## config.mk

```make
export PLATFORM = sky130hd
export DESIGN_NAME = multicycle_main_decoder
export DESIGN_NICKNAME = d
export VERILOG_FILES = /design/src/rtl/multicycle_main_decoder.sv
export SDC_FILE = /design/constraint.sdc
export NUM_CORES = 1
export LEC_CHECK = 0
export CORE_MARGIN = 3
export CORE_UTILIZATION = 60
export CTS_CLUSTER_DIAMETER = 60
export DETAILED_ROUTE_END_ITERATION = 16
export DONT_BUFFER_PORTS = 1
export PLACE_DENSITY = 0.76
export SYNTH_ARGS = -nofsm -noshare
export SYNTH_HDL_FRONTEND = slang
export SYNTH_SLANG_ARGS = --single-unit
```

## constraint.sdc

```tcl
create_clock -name CLK -period 2 [get_ports CLK]
set_input_delay 0 -clock CLK [delete_from_list [all_inputs] [get_ports CLK]]
set_output_delay 0 -clock CLK [all_outputs]
set_load 0.03 [all_outputs]
```

## src/rtl/multicycle_main_decoder.sv

```systemverilog
// Multi-cycle RISC-V main decoder: FETCH/DECODE/EXEC/MEM/WB sequencer with cache stall timeout.
// Optional JAL support is enabled by defining JAL_EN (adds the Jump output).
module multicycle_main_decoder #(
    parameter int unsigned TIMEOUT_CYC = 16,
    parameter int unsigned CNT_W       = $clog2(TIMEOUT_CYC),
    parameter int unsigned IMMSRC_W    = 2,
    parameter int unsigned ALUOP_W     = 2
) (
    input  logic                CLK,
    input  logic                RST,
    input  logic                Instr_Valid,
    input  logic [6:0]          Decoder_Input,
    input  logic                Stall,
    output logic                Instr_Ready,
    output logic [IMMSRC_W-1:0] ImmSrc,
    output logic                ALUSrc,
    output logic [ALUOP_W-1:0]  ALUOp_MD,
    output logic                ResultSrc,
    output logic                Branch,
    output logic                MemWrite,
    output logic                MemReadCpu,
    output logic                RegWrite,
    output logic                Busy,
    output logic                Illegal,
`ifdef JAL_EN
    output logic                Jump,
`endif
    output logic                Timeout
);

    typedef enum logic [2:0] {StFetch, StDecode, StExec, StMem, StWb} state_e;
    typedef enum logic [2:0] {ClsNone, ClsLw, ClsSw, ClsR, ClsI, ClsBr, ClsJal} cls_e;

    localparam logic [CNT_W-1:0] CntMax = CNT_W'(TIMEOUT_CYC - 1);

    state_e           r_state;
    cls_e             r_cls;
    logic [CNT_W-1:0] r_cnt;
    logic             r_illegal;
    logic             r_timeout;

    cls_e             w_cls_in;
    logic [1:0]       w_imm;
    logic [1:0]       w_aluop;
    logic             w_fetch;

    always_comb begin
        w_cls_in = ClsNone;
        unique case (Decoder_Input)
            7'b0000011: w_cls_in = ClsLw;
            7'b0100011: w_cls_in = ClsSw;
            7'b0110011: w_cls_in = ClsR;
            7'b0010011: w_cls_in = ClsI;
            7'b1100011: w_cls_in = ClsBr;
`ifdef JAL_EN
            7'b1101111: w_cls_in = ClsJal;
`endif
            default:    w_cls_in = ClsNone;
        endcase
    end

    always_ff @(posedge CLK or negedge RST) begin
        if (!RST) begin
            r_state   <= StFetch;
            r_cls     <= ClsNone;
            r_cnt     <= '0;
            r_illegal <= 1'b0;
            r_timeout <= 1'b0;
        end else begin
            r_illegal <= 1'b0;
            r_timeout <= 1'b0;
            unique case (r_state)
                StFetch: begin
                    if (Instr_Valid) begin
                        r_cls   <= w_cls_in;
                        r_state <= StDecode;
                    end
                end
                StDecode: begin
                    if (r_cls == ClsNone) begin
                        r_state   <= StFetch;
                        r_illegal <= 1'b1;
                    end else begin
                        r_state <= StExec;
                    end
                end
                StExec: begin
                    if (r_cls == ClsBr) begin
                        r_state <= StFetch;
                    end else if (r_cls == ClsLw || r_cls == ClsSw) begin
                        r_cnt   <= '0;
                        r_state <= StMem;
                    end else begin
                        r_state <= StWb;
                    end
                end
                StMem: begin
                    if (!Stall) begin
                        r_state <= (r_cls == ClsLw) ? StWb : StFetch;
                    end else if (r_cnt == CntMax) begin
                        // Stall outlasted the budget: abandon the request
                        r_state   <= StFetch;
                        r_timeout <= 1'b1;
                    end else begin
                        r_cnt <= r_cnt + CNT_W'(1);
                    end
                end
                StWb:    r_state <= StFetch;
                default: r_state <= StFetch;
            endcase
        end
    end

    assign w_fetch = (r_state == StFetch);

    always_comb begin
        w_imm  = 2'b00;
        w_aluop = 2'b00;
        ALUSrc = 1'b0;
        if (!w_fetch) begin
            unique case (r_cls)
                ClsLw:   ALUSrc = 1'b1;
                ClsSw:   begin w_imm = 2'b01; ALUSrc = 1'b1; end
                ClsR:    w_aluop = 2'b10;
                ClsI:    begin w_aluop = 2'b10; ALUSrc = 1'b1; end
                ClsBr:   begin w_imm = 2'b10; w_aluop = 2'b01; end
                ClsJal:  w_imm = 2'b11;
                default: w_imm = 2'b00;
            endcase
        end
    end

    // Reset forces FETCH, so only Instr_Ready needs explicit gating to stay low in reset
    assign Instr_Ready = w_fetch & RST;
    assign Busy        = !w_fetch;
    assign ImmSrc      = IMMSRC_W'(w_imm);
    assign ALUOp_MD    = ALUOP_W'(w_aluop);
    assign Branch      = (r_state == StExec) && (r_cls == ClsBr);
    assign MemReadCpu  = (r_state == StMem) && (r_cls == ClsLw);
    assign MemWrite    = (r_state == StMem) && (r_cls == ClsSw);
    assign RegWrite    = (r_state == StWb);
    assign ResultSrc   = (r_state == StWb) && (r_cls == ClsLw);
    assign Illegal     = r_illegal;
    assign Timeout     = r_timeout;
`ifdef JAL_EN
    assign Jump        = (r_state == StExec) && (r_cls == ClsJal);
`endif

endmodule

```

==> impl_metrics.yaml <==
pwr:
  power.leakage_nw: 0.404
  p_per_area_nw_per_um2: 636
  ir_worst_vdd_v: 0.000584
floorplan:
  die-height_um: 42.6
  fp.dieW_um: 42.6
  start_util_pct: 67.8
  io_pins: 25
  std_cell_rows: 12
  core_area_sq_um: 1190
  die-area_sq_um: 1820
yosys:
  avgSynthCellArea_sq_um: 8.84
  ys_warn_count: 0
  synth_fp_nets: 103
  ys_seq_area_share_pct: 37.3
  netlist_area_sq_um: 805
  syn-instance-count: 91
  synth_cell_types: 39
  ys_seq_elements: 12
grt:
  grt_max_degree: 14
  antenna_found_initial: 0
  grt_pass1_wl_um: 2880
  grt_pass1_vias: 677
  grt_usage_pct: 20.9
  overflow: 0
clock_tree:
  htreeDepth: 1
  cts_buffers: 3
  clk_latency_ns: 0.28
  ctsLongestPathBuffers: 2
  cts_tree: "built"
  cts_setup_buffers: 0
  cts.clk_slew.worst_paths_ns: 0.08
  cts.hold.buffers_added: 7
  clock_sinks: 12
  cts_root_buf: "clkbuf_4"
  cts_resized: 0
worst_hold_path:
  hold_end: "r_cls[2]"
  hp-class: "in2reg"
  holdPathStages: 3
  min_from: "Decoder_Input[4]"
worst_setup_path:
  crit_path_cell_trace: "nor2_1 -> nand2_1 -> a21oi_1"
  critPathKind: "reg2out"
  worstPathArrival_ns: 1.70
  cp-start-kind: "register"
  cp_slowest_stage_delay_ns: 0.59
  cp_slowest_cell: "a21oi_1"
  crit_family: "compound AO/OA/AOI/OAI gates"
  r2r_slack_ns: 0.39
  worst_setup_path_end_kind: "primary output"
  cp_max_fo: 11
  rr_startpoint: "r_state[0]"
  worstReg2RegEnd: "r_cnt[1]"
  r2r_cells: 3
  path_buf_inv: 0
  required_ns: 2.00
run:
  max_cap_viol_count: 0
routing:
  drc: 0
  vias: 732
  first_pass_iters: 4
  drt-initial-drc-count: 26
  wl_um: 1730
  antenna_left: 0
  avgRoutedWirePerCell_um: 14.9
  via_per_inst: 6.31
final_layout:
  syn_to_final_growth_pct: 16.8
  nets: 115
  ff_latch_area_sq_um: 300
  layout-drive-gt1-share_pct: 11.8
  multiInputGateArea_sq_um: 455
  diodes: 0
  fillCellCount: 83
place:
  dp_hpwl_um: 1280
  port-buffer-count: 0
  pre_cts_slack_ns: 0.408
  gp_congestion: 0.785
sta:
  timing.final.crit_share_pct: 84.9
  timing.final.crit_period_ns: 1.70
  final_hold_viol_count: 0
  worst_pin_slew_ns: 0.681
  slew_headroom_pct: 54.7
  setup_viol: 0
  finalWorstSetupSlack_ns: 0.301
  fin_skew_ns: 0.00707
  rsz0062_at_grt: "no"
  setup_tns_ns: 0
  slew_violations: 0
  fmax_mhz: 589
run_status:
  status: "finished, final reports clean"
==> worst reg2reg max path: cells and delay by family (launching register included) <==
| kind | cells | cell delay, ns |
|---|---|---|
| and+or+nand+nor | 1 | 0.60 |
| AOI/OAI and AO/OA | 2 | 0.44 |
| DFF | 1 | 0.47 |
==> how the worst max path moves through the flow <==
stage | slack, ns | start | depth (start not counted) | end
6_report | 0.30 | r_cls[0] | 3 | ALUSrc
3_5_place_dp | 0.41 | r_state[0] | 3 | r_cnt[1]
2_1_floorplan | 0.27 | r_state[1] | 3 | ResultSrc
5_1_grt | 0.22 | r_cls[0] | 3 | ALUSrc
4_1_cts | 0.29 | r_cls[0] | 3 | ALUSrc
3_3_place_gp | 0.46 | r_state[0] | 3 | r_cnt[1]
==> cells in the final DEF, fill, tap and decap left out, drive strengths merged, types with 2 or more instances in the layout <==
master        n
o21ai         2
nand2         8
o31ai         3
nor3b         2
xor2          2
nor2b         2
nor2          8
buf           6
dfrtp        12
o22a          2
a21oi         3
dlygate4sd3   7
nor3          4
or4b          2
clkbuf        4
o41ai         2
and3          2
and4b         2
nand2b        4
inv           4
o22ai         2
nand3         4
==> state kept, by name (all words and copies together) (netlist names) <==
name	flops
r_cnt	4
r_cls	3
r_state	3
Illegal	1
Timeout	1
==> cell type report <==
cell class,instances,area share [%]
sequential,12,32.0
timing repair buffer,13,12.3
clock buffer,4,3.86
inverter,4,1.60
multi-input combinational,69,48.5
tap,14,1.86
==> metrics by stage <==
step | util, % | total power, mW | area [sq um] | instances | hold slack [ns]
final | 79.2 | 0.598 | 940 | 116 | 0.00544
after global routing | 79.2 | 0.630 | 940 | 116 | 0.00727
after CTS | 79.2 | 0.603 | 940 | 116 | 0.00268
after detailed placement | 70.3 | 0.397 | 833 | 105 | -0.295
after global placement | 70.3 | 0.394 | 833 | 105 | -0.295
after floorplan | - | 0.381 | 805 | 91 | -0.296
==> cells by family (layout without fill, tap and decap cells) <==
group                      count (synthesis)  after routing  synth area share [%]
and+or+nand+nor                           43             43                  30.2
muxes                                      2              2                  2.64
buffers and inverters                     10             21                  6.06
xor gates and xnor gates                   3              3                  3.27
DFF                                       12             12                  37.3
AOI/OAI and AO/OA                         20             20                  19.0
adders and majority gates                  1              1                  1.55
==> synthesized netlist by cell type <==
library cell  instances  area share, %
dfrtp_1              12             37
nand2_1               8            3.7
nor2_1                8            3.7
inv_1                 4            1.9
nand2b_1              4            3.1
nand3_1               4            2.5
nor3_1                4            2.5
a21oi_1               3            1.9
buf_2                 3            1.9
o31ai_1               3            2.8
and3_1                2            1.6
and4b_1               2            2.5
clkbuf_1              2           0.93
nor2b_1               2            1.6
nor3b_1               2            1.9
o22a_1                2            2.2
o22ai_1               2            1.6
or4b_1                2            2.5
xor2_1                2            2.2
a211o_1               1            1.1
a21o_1                1           0.93
a2bb2oi_1             1            1.1
a31oi_1               1           0.78
a32o_1                1            1.2
and2_1                1           0.78
buf_6                 1            1.4
ha_1                  1            1.6
mux2_2                1            1.4
mux2i_1               1            1.2
nand3b_1              1           0.93
nand4b_1              1            1.1
o21ai_0               1           0.62
o21ai_1               1           0.62
o2bb2ai_1             1            1.1
o41ai_1               1            1.1
o41ai_2               1            2.0
or3_1                 1           0.78
or3b_1                1            1.1
xnor2_1               1            1.1
==> layer usage <==
| layer | up-vias | share of wire [%] | global-route usage, % |
|---|---|---|---|
| met2 | 27 | 48 | 34.7 |
| met4 | 0 | 1.3 | 7.45 |
| met5 | - | 0 | 0 |
| met1 | 342 | 44 | 25.4 |
| met3 | 4 | 6.5 | 6.44 |
| li1 | 359 | - | - |
==> where the power goes <==
part           internal (mW)  leakage, nW  switching [mW]
combinational         0.0532        0.221          0.0577
clock                  0.111       0.0210          0.0796
sequential             0.264        0.162          0.0331
Note: power is estimated with default switching activity, not from simulation.
